File: src/rtl/delay_tap_sequencer_if.sv
// delay_tap_sequencer_if
//  Groups the block-control, sample-handshake and delay-line control signals of
//  the delay tap sequencer into one bundle.
//  Signals:
//   iStart, iOrder, iBlockSize  block start request with predictor order / size
//   iValid / oReady             upstream sample handshake
//   oDelayEnable, oDelayM       delay line enable and tap select
//   oValid, oWarmup, oLast      delayed-sample qualifiers
//   oBusy, oDone, oError        block status
//  Modports:
//   master  the upstream / control side that drives the block requests
//   slave   the sequencer itself
interface delay_tap_sequencer_if #(
  parameter int CNT_W = 16
);
  logic             iStart;
  logic [3:0]       iOrder;
  logic [CNT_W-1:0] iBlockSize;
  logic             iValid;
  logic             oReady;
  logic             oDelayEnable;
  logic [3:0]       oDelayM;
  logic             oValid;
  logic             oWarmup;
  logic             oLast;
  logic             oBusy;
  logic             oDone;
  logic             oError;

  modport master (
    output iStart, iOrder, iBlockSize, iValid,
    input  oReady, oDelayEnable, oDelayM, oValid, oWarmup, oLast, oBusy, oDone, oError
  );

  modport slave (
    input  iStart, iOrder, iBlockSize, iValid,
    output oReady, oDelayEnable, oDelayM, oValid, oWarmup, oLast, oBusy, oDone, oError
  );
endinterface

File: src/rtl/delay_tap_sequencer.sv
// delay_tap_sequencer
//  Block-level controller for the 16-bit tapped delay line in the encoder
//  residual path. At block start it latches the predictor order and block
//  size, then gates samples from the sample FIFO into the delay line, drives
//  the delay line enable and tap select, and tags each delayed sample as
//  warm-up or residual, marking the final sample of the block.
//  Ports:
//   iClock    rising-edge clock
//   iReset_n  synchronous reset, active low
//   bus       delay_tap_sequencer_if.slave (handshake, delay-line control, status)
module delay_tap_sequencer #(
  parameter int CNT_W     = 16,
  parameter int MAX_ORDER = 12
) (
  input  logic                  iClock,
  input  logic                  iReset_n,
  delay_tap_sequencer_if.slave  bus
);

  localparam logic [3:0] ORDER_BYPASS = 4'd15;

  typedef enum logic [1:0] {
    ST_IDLE,
    ST_RUN,
    ST_FLUSH,
    ST_ERR
  } state_t;

  state_t           state_reg, state_next;
  logic [3:0]       order_reg, order_next;
  logic [CNT_W-1:0] size_reg, size_next;
  logic [CNT_W-1:0] count_reg, count_next;
  logic             valid_reg, valid_next;
  logic             warmup_reg, warmup_next;
  logic             last_reg, last_next;
  logic             done_reg, done_next;

  // Lookup of which 4-bit order codes are accepted: 0..MAX_ORDER plus bypass.
  logic [15:0] order_legal_vec;
  genvar gi;
  generate
    for (gi = 0; gi < 16; gi++) begin : g_order_legal
      assign order_legal_vec[gi] = (gi <= MAX_ORDER) || (gi == 15);
    end
  endgenerate

  logic order_legal;
  logic accept;
  logic is_last_sample;

  assign order_legal    = order_legal_vec[bus.iOrder];
  assign accept         = bus.iValid && (state_reg == ST_RUN);
  assign is_last_sample = (count_reg == size_reg - CNT_W'(1));

  always_ff @(posedge iClock) begin
    if (!iReset_n) begin
      state_reg  <= ST_IDLE;
      order_reg  <= '0;
      size_reg   <= '0;
      count_reg  <= '0;
      valid_reg  <= 1'b0;
      warmup_reg <= 1'b0;
      last_reg   <= 1'b0;
      done_reg   <= 1'b0;
    end else begin
      state_reg  <= state_next;
      order_reg  <= order_next;
      size_reg   <= size_next;
      count_reg  <= count_next;
      valid_reg  <= valid_next;
      warmup_reg <= warmup_next;
      last_reg   <= last_next;
      done_reg   <= done_next;
    end
  end

  always_comb begin
    state_next  = state_reg;
    order_next  = order_reg;
    size_next   = size_reg;
    count_next  = count_reg;
    valid_next  = 1'b0;
    warmup_next = 1'b0;
    last_next   = 1'b0;
    done_next   = 1'b0;

    unique case (state_reg)
      ST_IDLE: begin
        if (bus.iStart) begin
          if (order_legal) begin
            order_next = bus.iOrder;
            size_next  = bus.iBlockSize;
            count_next = '0;
            state_next = ST_RUN;
          end else begin
            // Illegal order: nothing is latched so oDelayM keeps the old tap.
            state_next = ST_ERR;
          end
        end
      end
      ST_RUN: begin
        if (accept) begin
          count_next  = count_reg + CNT_W'(1);
          valid_next  = 1'b1;
          // Bypass never warms up; order 0 falls out of the compare naturally.
          warmup_next = (order_reg != ORDER_BYPASS) && (count_reg < CNT_W'(order_reg));
          last_next   = is_last_sample;
          if (is_last_sample) begin
            state_next = ST_FLUSH;
          end
        end
      end
      ST_FLUSH: begin
        // The last sample is on the outputs now; oDone lands in the next IDLE
        // cycle, where a new iStart may already be accepted.
        done_next  = 1'b1;
        state_next = ST_IDLE;
      end
      ST_ERR: begin
        state_next = ST_IDLE;
      end
      default: begin
        state_next = ST_IDLE;
      end
    endcase
  end

  assign bus.oReady       = (state_reg == ST_RUN);
  assign bus.oDelayEnable = accept;
  assign bus.oDelayM      = order_reg;
  assign bus.oValid       = valid_reg;
  assign bus.oWarmup      = warmup_reg;
  assign bus.oLast        = last_reg;
  assign bus.oBusy        = (state_reg != ST_IDLE);
  assign bus.oDone        = done_reg;
  assign bus.oError       = (state_reg == ST_ERR);

endmodule
File: src/flat_wrapper.sv
// flat-port wrapper written by rule: the top's interface ports become plain ports
module delay_tap_sequencer_flat 
#(
  parameter int CNT_W     = 16,
  parameter int MAX_ORDER = 12
)
  (iClock, iReset_n, bus_iStart, bus_iOrder, bus_iBlockSize, bus_iValid, bus_oReady, bus_oDelayEnable, bus_oDelayM, bus_oValid, bus_oWarmup, bus_oLast, bus_oBusy, bus_oDone, bus_oError);
  delay_tap_sequencer_if #(.CNT_W(CNT_W)) bus_i ();
  input  logic iClock;
  input  logic iReset_n;
  input wire logic [$bits(bus_i.iStart)-1:0] bus_iStart;
  input wire logic [$bits(bus_i.iOrder)-1:0] bus_iOrder;
  input wire logic [$bits(bus_i.iBlockSize)-1:0] bus_iBlockSize;
  input wire logic [$bits(bus_i.iValid)-1:0] bus_iValid;
  output wire logic [$bits(bus_i.oReady)-1:0] bus_oReady;
  output wire logic [$bits(bus_i.oDelayEnable)-1:0] bus_oDelayEnable;
  output wire logic [$bits(bus_i.oDelayM)-1:0] bus_oDelayM;
  output wire logic [$bits(bus_i.oValid)-1:0] bus_oValid;
  output wire logic [$bits(bus_i.oWarmup)-1:0] bus_oWarmup;
  output wire logic [$bits(bus_i.oLast)-1:0] bus_oLast;
  output wire logic [$bits(bus_i.oBusy)-1:0] bus_oBusy;
  output wire logic [$bits(bus_i.oDone)-1:0] bus_oDone;
  output wire logic [$bits(bus_i.oError)-1:0] bus_oError;
  assign bus_i.iStart = bus_iStart;
  assign bus_i.iOrder = bus_iOrder;
  assign bus_i.iBlockSize = bus_iBlockSize;
  assign bus_i.iValid = bus_iValid;
  assign bus_oReady = bus_i.oReady;
  assign bus_oDelayEnable = bus_i.oDelayEnable;
  assign bus_oDelayM = bus_i.oDelayM;
  assign bus_oValid = bus_i.oValid;
  assign bus_oWarmup = bus_i.oWarmup;
  assign bus_oLast = bus_i.oLast;
  assign bus_oBusy = bus_i.oBusy;
  assign bus_oDone = bus_i.oDone;
  assign bus_oError = bus_i.oError;
  delay_tap_sequencer #(.CNT_W(CNT_W), .MAX_ORDER(MAX_ORDER)) u_core (.iClock(iClock), .iReset_n(iReset_n), .bus(bus_i));
endmodule
File: config.mk
export PLATFORM = sky130hd
export DESIGN_NAME = delay_tap_sequencer_flat
export DESIGN_NICKNAME = d
export VERILOG_FILES = /design/src/rtl/delay_tap_sequencer_if.sv /design/src/rtl/delay_tap_sequencer.sv /design/src/flat_wrapper.sv
export SDC_FILE = /design/constraint.sdc
export NUM_CORES = 1
export LEC_CHECK = 0
export CORE_MARGIN = 10
export CORE_UTILIZATION = 30
export DETAILED_ROUTE_END_ITERATION = 8
export MAX_ROUTING_LAYER = met4
export SYNTH_ARGS = -nofsm -noshare
export SYNTH_HDL_FRONTEND = slang
export SYNTH_SLANG_ARGS = --single-unit
File: constraint.sdc
create_clock -name iClock -period 3.05 [get_ports iClock]
set_input_delay 0.61 -clock iClock [delete_from_list [all_inputs] [get_ports iClock]]
set_output_delay 0.61 -clock iClock [all_outputs]
set_load 0.05 [all_outputs]
==> results.md <==
- Worst Skew: approximately 0.0096 ns
- Async S/R FF share, synth: 0%
- DP HPWL: about 4700 µm
- Max_cap viols: 0
- Total GRT Usage: between 10% and 20%
- Share of the synthesized area in the top cell type: a little over a third
- I/O pin count: 36
- ANT nets after route: 0
- Area leader, netlist: dfxtp_1
- Design Area, Final: 2930 µm²
- Die area: roughly 12000 µm²
- Status: finished clean
- P_leak: between 1 and 1.5 nW
- Cts bufs inserted: 5
- Final Net Count: 357
- Overflow after GRT: 0
- CP startpoint kind: flop
- Largest net degree at the start of global routing: 21
- Clock buffer depth: 2
- Critical path fanouts, max: 7
- Worst Setup EP: u_core.state_reg[0]
- Worst R2R Path Depth: 8
- Die Ht: about 110 µm
- CTS root buffer: clkbuf_8
- RePlAce Congestion: 0.815
- Synth Register Bits: 42
- Crit Path Class: reg -> reg
- Hold_buf cts: 0
- Synth Area per Inst: 8.01 µm²
- IO buf count: 35
- Hold_ws: approximately 0.50 ns
- Final period util: 91.5%
- Crit path launch: u_core.size_reg[0]
- DRC viols: 0
- RR Endpoint: u_core.state_reg[0]
- RSZ-0062 raised after global routing: no
- Final Critical Period: roughly 2.8 ns
- Layout cells sized above 1: ~6%
- Worst-Skew Late Latency: about 0.30 ns
- Clk pin slew, worst setup/hold paths: 0.08 ns
- Via density: a little under 5
- Post-CTS setup buffers: 0
- Hold WC Path Type: reg -> reg
- Area post-placement: between 2000 and 3000 µm²
- DRT Wirelength: 6090 µm
- First-pass DRT Iterations: 4
- Fmax achieved: between 300 and 400 MHz
- Required @ worst endpoint: about 3.3 ns
- Initial antenna violation count: 0
- Worst EP arrival: ~3.0 ns
- Synthesized Nets: between 300 and 400
- Peak VDD IR: around 0.00023 V
- Die width: 109 µm
- Yosys cell types: 61
- Pwr Total: roughly 0.0013 W
- Ant. Diodes: 0
- Yosys Warn Count: 0
- Pwr dens: 453 nW/µm²
- Final hold violation count: 0
- Via count: 2112
- Register-to-Register Setup Slack: between 0.2 and 0.3 ns
- Initial Utilization: between 30 and 40%
- H-tree level count: 2
- PostCTS Resize Cnt: 0
- CTS sink cnt: 42
- Worst R2R Start: u_core.size_reg[0]
- Crit end category: flop
- Drt initial violations: between 70 and 80
- Synthesized area: roughly 2400 µm²
- Routed wire per std cell: 14.2 µm
- Ys flop type: dfxtp_1
- Share of the yosys chip area belonging to registers: 35.0%
- Worst-Margin Slew: between 0.7 and 0.8 ns
- Vias in the first global route: roughly 2000
- Synth cell count leaders: nand2_1 (51), dfxtp_1 (42), nor2_1 (25), a21boi_0 (19), xor2_1 (18)
- First-pass GRT wire length: ~10000 µm
- Final Max Tran Viols: 0
- Largest cells by area after synthesis: dfxtp_1 (35%), nand2_1 (8.0%), xor2_1 (6.6%), a21boi_0 (5.9%), xnor2_1 (4.0%)
- FP Rows: 32
- Post-Syn Instances: 300
- Layout area overhead: 22.1%
- Inst Count DP: ~420
- Setup_tns: 0 ns
- # setup viols final: 0
- Layout Cells excl Fill: 430
- Slew HR: around 51%
- CTS tree: done
- Leading cell type by number of instances after synthesis: nand2_1
- Core ar.: 7770 µm²
- Post-synth EDFFs: 0
-- layer usage --
metal / share of wire (%) / vias to the layer above / GRT usage, %
li1: - / 1101 / -
met1: 50 / 963 / 13.3
met2: 45 / 39 / 17.4
met3: 3.3 / 9 / 2.57
met4: 1.0 / 0 / 2.79
met5: 0 / - / -
-- kinds of logic (layout without fill, tap and decap cells) --
group / count (synthesis) / in the layout / synth area share (%)
xor+xnor: 29 / 29 / 10.6
simple gates: 131 / 131 / 27.4
flops: 42 / 42 / 35.0
fa+ha+maj: 5 / 5 / 2.60
compound gates: 61 / 61 / 18.3
buf+inv: 32 / 60 / 6.09
-- worst min-delay path by stage --
stage | from | end | slack, ns | depth (start not counted)
floorplan | u_core.state_reg[0] | u_core.bus.oDone | 0.42 | 1
global placement | u_core.state_reg[0] | u_core.bus.oDone | 0.48 | 1
detailed placement | u_core.state_reg[1] | u_core.bus.oDone | 0.49 | 2
CTS | u_core.bus.oDelayM[2] | u_core.bus.oDelayM[2] | 0.51 | 2
global route | u_core.size_reg[15] | u_core.size_reg[15] | 0.51 | 2
finish | u_core.size_reg[15] | u_core.size_reg[15] | 0.50 | 2
-- metrics by stage --
stage	utilization (%)	setup WS [ns]
2_1_floorplan	-	0.320
3_3_place_gp	36.3	0.184
3_5_place_dp	36.3	0.112
4_1_cts	37.8	0.267
5_1_grt	37.8	0.108
6_report	37.8	0.260
-- placed cells by master (no fill, tap or decap), drive strengths merged, types with 3 or more instances in the layout --
master          n
or4             3
and2            3
dfxtp          42
nor3            7
or3             6
ha              5
o21ai           9
xnor2          11
clkdlybuf4s50  34
xor2           18
nor2           25
a21oi           7
nand4           8
nand2          51
o211ai          3
inv            13
buf             5
nand3           4
nand2b          3
nor4            5
a21boi         20
clkbuf          6
-- cell type report --
type	count	area, µm²
multi-input combinational	226	1420
timing repair buffer	39	378
fill	843	4830
clock inverter	1	30.0
tap	102	128
sequential	42	841
inverter	14	52.6
clock buffer	6	82.6
-- critical path: stages, from the launching register on --
cell and delay (ns):
dfxtp_1 0.36, inv_1 0.07, ha_1 0.24, or4b_1 0.61
or4_1 0.52, a21boi_1 0.15, o21bai_1 0.14, a211o_1 0.33
o31a_1 0.27
-- where the power goes --
part	leakage, nW	switching, W	internal (W)	total [W]
Clock	0.0573	0.000190	0.000262	0.000452
Sequential	0.342	0.0000281	0.000569	0.000597
Combinational	0.669	0.000154	0.000125	0.000279
Total	1.07	0.000372	0.000956	0.00133
(Power assumes the default switching activity.)
